[src/rtl/stopwatch_ctrl.sv]
// Stopwatch control: conditions the start/clear buttons, prescales clk into
// count-enable pulses and sequences the clear of a 9-bit counter.
module stopwatch_ctrl #(
    parameter int unsigned TICKDIV = 50,
    parameter int unsigned CLRLEN  = 2,
    parameter int unsigned WRAP    = 1
) (
    input  logic       clk,
    input  logic       reset_n,
    input  logic       start_btn,
    input  logic       clr_btn,
    input  logic [8:0] count_in,
    output logic       enable,
    output logic       clear,
    output logic       running,
    output logic       done
);
    // state | meaning
    // CLR   | clear held high for CLRLEN cycles, buttons ignored
    // IDLE  | counter cleared, waiting for start
    // RUN   | prescaler counting, enable pulse every TICKDIV cycles
    // PAUSE | prescaler frozen so the tick phase survives a resume
    // DONE  | counter saturated at 511 (only when WRAP = 0)
    typedef enum logic [2:0] {
        S_CLR   = 3'd0,
        S_IDLE  = 3'd1,
        S_RUN   = 3'd2,
        S_PAUSE = 3'd3,
        S_DONE  = 3'd4
    } state_t;

    localparam logic [15:0] TICK_LAST = 16'(TICKDIV - 1);
    localparam logic [3:0]  CLR_LAST  = 4'(CLRLEN - 1);
    localparam logic [8:0]  COUNT_MAX = 9'd511;

    state_t      state;
    logic [3:0]  clr_cnt;
    logic [15:0] prescaler;
    logic [1:0]  start_sync;
    logic [1:0]  clr_sync;
    logic        start_prev;
    logic        clr_prev;
    logic        start_press;
    logic        clr_press;

    always_ff @(posedge clk or negedge reset_n) begin
        if (!reset_n) begin
            start_sync <= '0;
            clr_sync   <= '0;
            start_prev <= 1'b0;
            clr_prev   <= 1'b0;
        end else begin
            start_sync <= {start_sync[0], start_btn};
            clr_sync   <= {clr_sync[0], clr_btn};
            start_prev <= start_sync[1];
            clr_prev   <= clr_sync[1];
        end
    end

    assign start_press = start_sync[1] & ~start_prev;
    assign clr_press   = clr_sync[1] & ~clr_prev;

    always_ff @(posedge clk or negedge reset_n) begin
        if (!reset_n) begin
            state     <= S_CLR;
            clr_cnt   <= '0;
            prescaler <= '0;
            enable    <= 1'b0;
            clear     <= 1'b1;
            running   <= 1'b0;
            done      <= 1'b0;
        end else begin
            enable <= 1'b0;
            // A clear press wins over start; a press during CLR does not restart it.
            if (clr_press && state != S_CLR) begin
                state     <= S_CLR;
                clr_cnt   <= '0;
                prescaler <= '0;
                clear     <= 1'b1;
                running   <= 1'b0;
                done      <= 1'b0;
            end else begin
                case (state)
                    S_CLR: begin
                        prescaler <= '0;
                        if (clr_cnt == CLR_LAST) begin
                            state   <= S_IDLE;
                            clr_cnt <= '0;
                            clear   <= 1'b0;
                        end else begin
                            clr_cnt <= clr_cnt + 4'd1;
                        end
                    end
                    S_IDLE: begin
                        if (start_press) begin
                            state   <= S_RUN;
                            running <= 1'b1;
                        end
                    end
                    S_RUN: begin
                        if (start_press) begin
                            state   <= S_PAUSE;
                            running <= 1'b0;
                        end else if (prescaler == TICK_LAST) begin
                            prescaler <= '0;
                            // Saturate instead of letting the counter roll over.
                            if (WRAP == 0 && count_in == COUNT_MAX) begin
                                state   <= S_DONE;
                                running <= 1'b0;
                                done    <= 1'b1;
                            end else begin
                                enable <= 1'b1;
                            end
                        end else begin
                            prescaler <= prescaler + 16'd1;
                        end
                    end
                    S_PAUSE: begin
                        if (start_press) begin
                            state   <= S_RUN;
                            running <= 1'b1;
                        end
                    end
                    S_DONE: begin
                        done <= 1'b1;
                    end
                    default: begin
                        state     <= S_CLR;
                        clr_cnt   <= '0;
                        prescaler <= '0;
                        clear     <= 1'b1;
                        running   <= 1'b0;
                        done      <= 1'b0;
                    end
                endcase
            end
        end
    end
endmodule

[config.mk]
export PLATFORM = sky130hd
export DESIGN_NAME = stopwatch_ctrl
export DESIGN_NICKNAME = d
export VERILOG_FILES = /design/src/rtl/stopwatch_ctrl.sv
export SDC_FILE = /design/constraint.sdc
export NUM_CORES = 1
export LEC_CHECK = 0
export ABC_AREA = 1
export BUFFER_PORTS_ARGS = -buffer_cell sky130_fd_sc_hd__buf_4
export CORE_MARGIN = 4
export CORE_UTILIZATION = 25
export CTS_CLUSTER_SIZE = 10
export DETAILED_ROUTE_END_ITERATION = 12
export PLACE_DENSITY = 0.39
export SETUP_SLACK_MARGIN = 0.02
export SYNTH_ARGS = -nofsm -noshare
export SYNTH_HDL_FRONTEND = slang
export SYNTH_SLANG_ARGS = --single-unit
[constraint.sdc]
create_clock -name clk -period 1.2 [get_ports clk]
set_input_delay 0.12 -clock clk [delete_from_list [all_inputs] [get_ports clk]]
set_output_delay 0.12 -clock clk [all_outputs]
set_load 0.005 [all_outputs]
==> run_results.csv, run 1 <==
group,metric,value,unit
critical_path,crit_buf_inv,0,
critical_path,cp-endpoint,"prescaler[10]$_DFFE_PN0P_",
timing,final-setup-viol-count,19,
logic_synthesis,avgSynthCellArea,7.42,µm²
timing,tns,-1.62,ns
logic_synthesis,yosys_warnings,0,
layout,final_common_cell,"buf_4",
floorplan,die_x,90.4,µm
critical_path,r2r-end,"prescaler[10]$_DFFE_PN0P_",
floorplan,dieArea,0.00818,mm²
critical_path,required,1.37,ns
timing,rsz0062_at_grt,"yes",
floorplan,die_y,90.4,µm
pwr,p_leak,1.36,nW
place,post_dp_cell_area,0.00216,mm²
layout,postLayoutCellArea,0.00284,mm²
place,portBuffers,6,
floorplan,rows,29,
layout,layout-drive-gt1-share,52.1,%
route,dr_wl_met3,136,µm
critical_path,critical_path.startpoint,"prescaler[1]$_DFFE_PN0P_",
critical_path,worstPathMaxFanout,3,
route,num_vias,1650,
logic_synthesis,ys_seq_area_share,45.7,%
clock_tree,clk_pin_slew,0.07,ns
layout,areaGrowthSynthToFinish,67.0,%
floorplan,coreArea,0.00646,mm²
clock_tree,numClockSinks,31,
clock_tree,cts_root_buf,"clkbuf_8",
timing,post-route-period-util,113,%
layout,num_antenna_cells,0,
critical_path,cp.depth,8,
critical_path,critPathKind,"reg2reg",
route,wl_met2,2.24,mm
layout,nets,323,
global_route,grt_pass1_vias,1598,
critical_path,max_stage_delay,0.39,ns
global_route,groute.usage.overall,11.5,%
clock_tree,htree_levels,2,
route,drt_iter0_markers,88,
global_route,grt_max_degree,32,
critical_path,cp_cell_sequence,"ha_2 > nand2_4 > nor2_4 > nand2_4 > nor2_4 > nor2_2 > nor2_1 > nor2_1",
timing,finClkSkew,0.00473,ns
timing,min_period,1.35,ns
run_status,status,"finished, violations left",
logic_synthesis,syn_inst,229,
place,hpwl,3.07,mm
place,routabilityCongestion,0.784,
run,drv_cap,0,
route,wirelength,4.63,mm
timing,setup_slack,-0.153,ns
route,first_pass_iters,4,
timing,timing.fmax,739,MHz
logic_synthesis,synth.distinct_cells,24,
timing,final_max_slew_viol_count,0,
timing,finalHoldViolations,0,
pwr,power_density,1600,mW/mm²
route,final_antenna_net_count,0,
critical_path,cp_top_family,"simple AND/OR/NAND/NOR gates",
min_path,hp-class,"in2async",
clock_tree,insertion_delay,0.28,ns
global_route,antenna_found_initial,0,
floorplan,pin_count,17,
critical_path,r2r.worst_path.cells,8,
critical_path,reg2reg_slack,-0.15,ns
critical_path,slowest_stage,"dfrtp_1",
clock_tree,cts_tree,"yes",
global_route,grt_pass1_wl,7.51,mm
route,dr.max_layer_used,"met4",
run_status,violations,"setup timing",
logic_synthesis,synth.cell_area,0.00170,mm²
logic_synthesis,synth_seq_cells,31,
critical_path,arrival,1.52,ns
route,post_drt_wl_per_cell,12.1,µm
logic_synthesis,synthesis.nets,246,
critical_path,critPathLaunchType,"flip-flop",
route,viasPerCell,4.30,
route,drc_errors,0,
floorplan,start_util,26.3,%
clock_tree,clockBufferDepth,2,
global_route,gr-total-overflow,0,
route,wl_met1,2.20,mm
pwr,ir_drop,0.000629,V
clock_tree,cts_buffers,5,
critical_path,end_kind,"flip-flop",
layout,final_cell_mix,"55 x buf_4, 32 x inv_1, 31 x nand2_1",
timing,holdWs,0.315,ns
critical_path,reg2reg_from,"prescaler[1]$_DFFE_PN0P_",
[worst reg2reg max path: stages, from the launching register on]
cell     delay (ns)
dfrtp_1        0.39
ha_2           0.22
nand2_4        0.07
nor2_4         0.13
nand2_4        0.08
nor2_4         0.13
nor2_2         0.06
nor2_1         0.10
nor2_1         0.06
[state kept, by name, summed over array words and instances, names as in the netlist, 2 cells and up]
register	cells
state	2
clr_sync	2
prescaler	16
start_sync	2
clr_cnt	4
[what timing repair did]
action                     4_1_cts  5_1_grt
cloned                           1        0
hold buffers                     3        0
hold endpoints to repair        32        0
setup endpoints to repair       23       24
setup buffers                    7       11
pin swaps                       13       14
resized for setup               41       70
[cells in the mapped netlist]
| library cell | instances | area (µm²) |
|---|---|---|
| nand2_1 | 53 | 199 |
| inv_1 | 39 | 146 |
| nor2_1 | 32 | 120 |
| dfrtp_1 | 30 | 751 |
| nand3_1 | 17 | 85.1 |
| nand4_1 | 8 | 50.1 |
| nand2_2 | 6 | 37.5 |
| o21ai_0 | 6 | 30.0 |
| nor2_2 | 5 | 31.3 |
| o21ai_1 | 5 | 25.0 |
| o22ai_1 | 5 | 31.3 |
| ha_1 | 4 | 50.1 |
| a21oi_1 | 3 | 15.0 |
| a21oi_2 | 3 | 26.3 |
| inv_2 | 3 | 11.3 |
| buf_4 | 2 | 15.0 |
| buf_2 | 1 | 5.00 |
| clkinv_1 | 1 | 3.75 |
| conb_1 | 1 | 3.75 |
| dfstp_2 | 1 | 26.3 |
| nand3_2 | 1 | 10.0 |
| nor2_4 | 1 | 11.3 |
| nor4_1 | 1 | 6.26 |
| xor2_1 | 1 | 8.76 |
[how the worst min path moves through the flow]
stage / from / end / slack [ns] / cells past startpoint
after floorplan: reset_n / clr_cnt[0]$_DFFE_PN0P_ / -0.18 / 0
after global placement: reset_n / start_sync[0]$_DFF_PN0_ / 0.1 / 1
after detailed placement: reset_n / start_sync[0]$_DFF_PN0_ / 0.1 / 1
after CTS: reset_n / state[0]$_DFFE_PN0P_ / 0.33 / 2
after global routing: start_sync[0]$_DFF_PN0_ / start_sync[1]$_DFF_PN0_ / 0.36 / 0
final: reset_n / start_sync[0]$_DFF_PN0_ / 0.31 / 2
[per-stage QoR]
stage	utilization, %	setup slack (ns)	total power [mW]	instances
detailed placement	33.5	-0.202	2.43	354
finish	43.9	-0.153	4.54	384
global route	43.9	-0.232	4.83	384
CTS	38.7	-0.148	3.95	373
global placement	33.5	-0.200	2.43	354
floorplan	-	-0.0408	1.87	229
[layer usage]
layer | track usage (%) | vias to the layer above
met1 | 15.5 | 753
met2 | 18.3 | 20
li1 | - | 872
met3 | 2.58 | 5
met4 | 3.44 | 0
met5 | 0 | -
[cell families after synthesis]
group | Yosys count | share of synthesized area, %
DFF | 31 | 45.7
xor gates and xnor gates | 1 | 0.516
adders and majority gates | 4 | 2.95
and+or+nand+nor | 124 | 32.4
AOI/OAI and AO/OA | 22 | 7.51
other | 1 | 0.221
buffers and inverters | 46 | 10.7
[where the power goes]
part / internal [mW] / switching [mW]
clock: 0.672 / 0.418
sequential: 1.18 / 0.0895
combinational: 1.09 / 1.09
total: 2.94 / 1.59
[cell type report]
class	count	area, µm²
Timing Repair Buffer	72	601
Inverter	43	174
Clock inverter	2	35.0
Fill cell	642	3620
Multi-Input combinational cell	153	1070
Clock buffer	6	82.6
Tap cell	77	96.3
Sequential cell	31	781
(Power assumes the default switching activity.)
==> inputs of run 2 (changes only) <==
--- a/config.mk
+++ b/config.mk
@@ -6,7 +6,9 @@
 export NUM_CORES = 1
 export LEC_CHECK = 0
 export ABC_AREA = 1
+export ABC_CLOCK_PERIOD_IN_PS = 1200
 export BUFFER_PORTS_ARGS = -buffer_cell sky130_fd_sc_hd__buf_4
+export CORE_ASPECT_RATIO = 0.8
 export CORE_MARGIN = 4
 export CORE_UTILIZATION = 25
 export CTS_CLUSTER_SIZE = 10
==> run 2 against run 1 <==
  * The flow still finishes with violations (setup timing)
  * Non-clock buffer count up 2
  * Clock power down 24%
  * Critical path depth up 1
  * Global-route usage up 0.36 points
  * Combinational power up 2%
  * Die area about the same
  * First-iteration DRC count down 34%
==> run_results.csv, run 2 (synthesized netlist as in run 1, its figures left out) <==
group,metric,value,unit
run_status,status,"finished, violations left",
timing,rsz0062_at_grt,"yes",
layout,largest_register_ffs,16,
layout,seq_area,778,µm²
route,drt_iter0_markers,58,
timing,holdWs,0.313,ns
layout,areaGrowthSynthToFinish,70.0,%
layout,largest_register,"prescaler",
run_status,violations,"setup timing",
floorplan,pin_count,17,
timing,finClkSkew,0.00594,ns
critical_path,required,1.38,ns
global_route,grt_pass1_wl,7.47,mm
route,final_antenna_net_count,0,
critical_path,end_kind,"flip-flop",
clock_tree,htree_levels,2,
global_route,grt_pass1_vias,1607,
timing,min_period,1.39,ns
timing,finalHoldViolations,0,
floorplan,die_y,81.7,µm
layout,final_common_cell,"buf_4",
clock_tree,clk_pin_slew,0.07,ns
route,viasPerCell,4.22,
layout,multi_input_area,0.00109,mm²
timing,timing.fmax,719,MHz
critical_path,worstPathMaxFanout,4,
global_route,gr-total-overflow,0,
timing,setup_slack,-0.191,ns
route,wirelength,4.62,mm
run,drv_cap,0,
critical_path,critical_path.startpoint,"prescaler[3]$_DFFE_PN0P_",
layout,nets,325,
pwr,ir_drop,0.000596,V
layout,fill_cells,674,
route,drc_errors,0,
layout,final_cell_mix,"51 x buf_4, 32 x inv_1, 32 x nand2_1",
pwr,power_density,1500,mW/mm²
layout,reg.largest.list,"prescaler (16), clr_cnt (4)",
floorplan,start_util,26.1,%
timing,post-route-period-util,116,%
timing,tns,-3.11,ns
clock_tree,cts_root_buf,"clkbuf_8",
floorplan,dieArea,0.00819,mm²
timing,final-setup-viol-count,24,
clock_tree,numClockSinks,31,
route,post_drt_wl_per_cell,11.8,µm
layout,num_antenna_cells,0,
floorplan,coreArea,0.00651,mm²
place,portBuffers,6,
min_path,hp-class,"in2async",
layout,layout-drive-gt1-share,51.1,%
global_route,grt_max_degree,32,
floorplan,die_x,100,µm
global_route,groute.usage.overall,11.9,%
route,first_pass_iters,4,
clock_tree,insertion_delay,0.29,ns
global_route,antenna_found_initial,0,
clock_tree,cts_buffers,5,
critical_path,reg2reg_from,"prescaler[3]$_DFFE_PN0P_",
timing,final_max_slew_viol_count,0,
clock_tree,cts_tree,"yes",
pwr,p_leak,1.36,nW
place,hpwl,3.09,mm
critical_path,critPathKind,"reg2reg",
critical_path,arrival,1.57,ns
critical_path,critPathLaunchType,"flip-flop",
floorplan,rows,26,
place,place_ws,-0.292,ns
route,num_vias,1658,
clock_tree,clockBufferDepth,2,
place,routabilityCongestion,0.787,
==> run 2: metal layers <==
layer	routed length, µm	up-vias	share of wire [%]	track usage, %
li1	-	873	-	-
met1	2370	764	51	16.9
met2	2070	14	45	17.5
met3	123	7	2.7	2.63
met4	59	0	1.3	4.44
met5	0	-	0	0
==> run 2: metrics by stage <==
| stage | power (mW) | utilization, % | instance area, µm² | std cells |
|---|---|---|---|---|
| after floorplan | 1.87 | - | 1700 | 229 |
| after global placement | 2.52 | 33.9 | 2210 | 364 |
| after detailed placement | 2.51 | 33.9 | 2210 | 364 |
| after CTS | 3.68 | 38.0 | 2470 | 380 |
| after global routing | 4.59 | 44.4 | 2890 | 393 |
| final | 4.32 | 44.4 | 2890 | 393 |
==> run 2: worst max-delay path: stages (launching register included) <==
cell and delay, ns:
dfrtp_1 0.44, buf_6 0.14, nor2_1 0.07, nand2_1 0.09, nor2_4 0.12, nand2_2 0.09, nand2_4 0.13, nand2_4 0.09
nand2_1 0.08, nor2_2 0.04
==> run 2: cell type report <==
type	instances	share of cell area [%]
clock buffer	6	2.51
clock inverter	2	0.433
inverter	43	6.50
multi-input combinational	153	37.6
sequential	31	26.9
tap	84	3.64
timing repair buffer	74	22.4
==> run 2: final timing paths <==
path | slack (ns) | end | cells past startpoint
worst max-delay path | -0.19 | prescaler[11]$_DFFE_PN0P_ | 9
worst min-delay path | 0.31 | prescaler[8]$_DFFE_PN0P_ | 2
worst max register to register | -0.19 | prescaler[11]$_DFFE_PN0P_ | 9
worst min register to register | 0.35 | clr_sync[1]$_DFF_PN0_ | 0
max in group asynchronous | 0.56 | prescaler[0]$_DFFE_PN0P_ | 2
min in group clk | 0.35 | clr_sync[1]$_DFF_PN0_ | 0
==> run 2: power breakdown <==
group,switching [mW],internal (mW),leakage (nW)
clock,0.427,0.405,0.0412
sequential,0.0987,1.18,0.407
combinational,1.11,1.10,0.909
total,1.64,2.68,1.36
==> run 2: timing repair <==
action | CTS | global route
hold buffers | 3 | 0
setup buffers | 4 | 16
pin swaps | 7 | 21
gates resized for setup | 34 | 87
hold endpoints to repair | 32 | 0
cloned | 1 | 0
setup endpoints to repair | 23 | 24
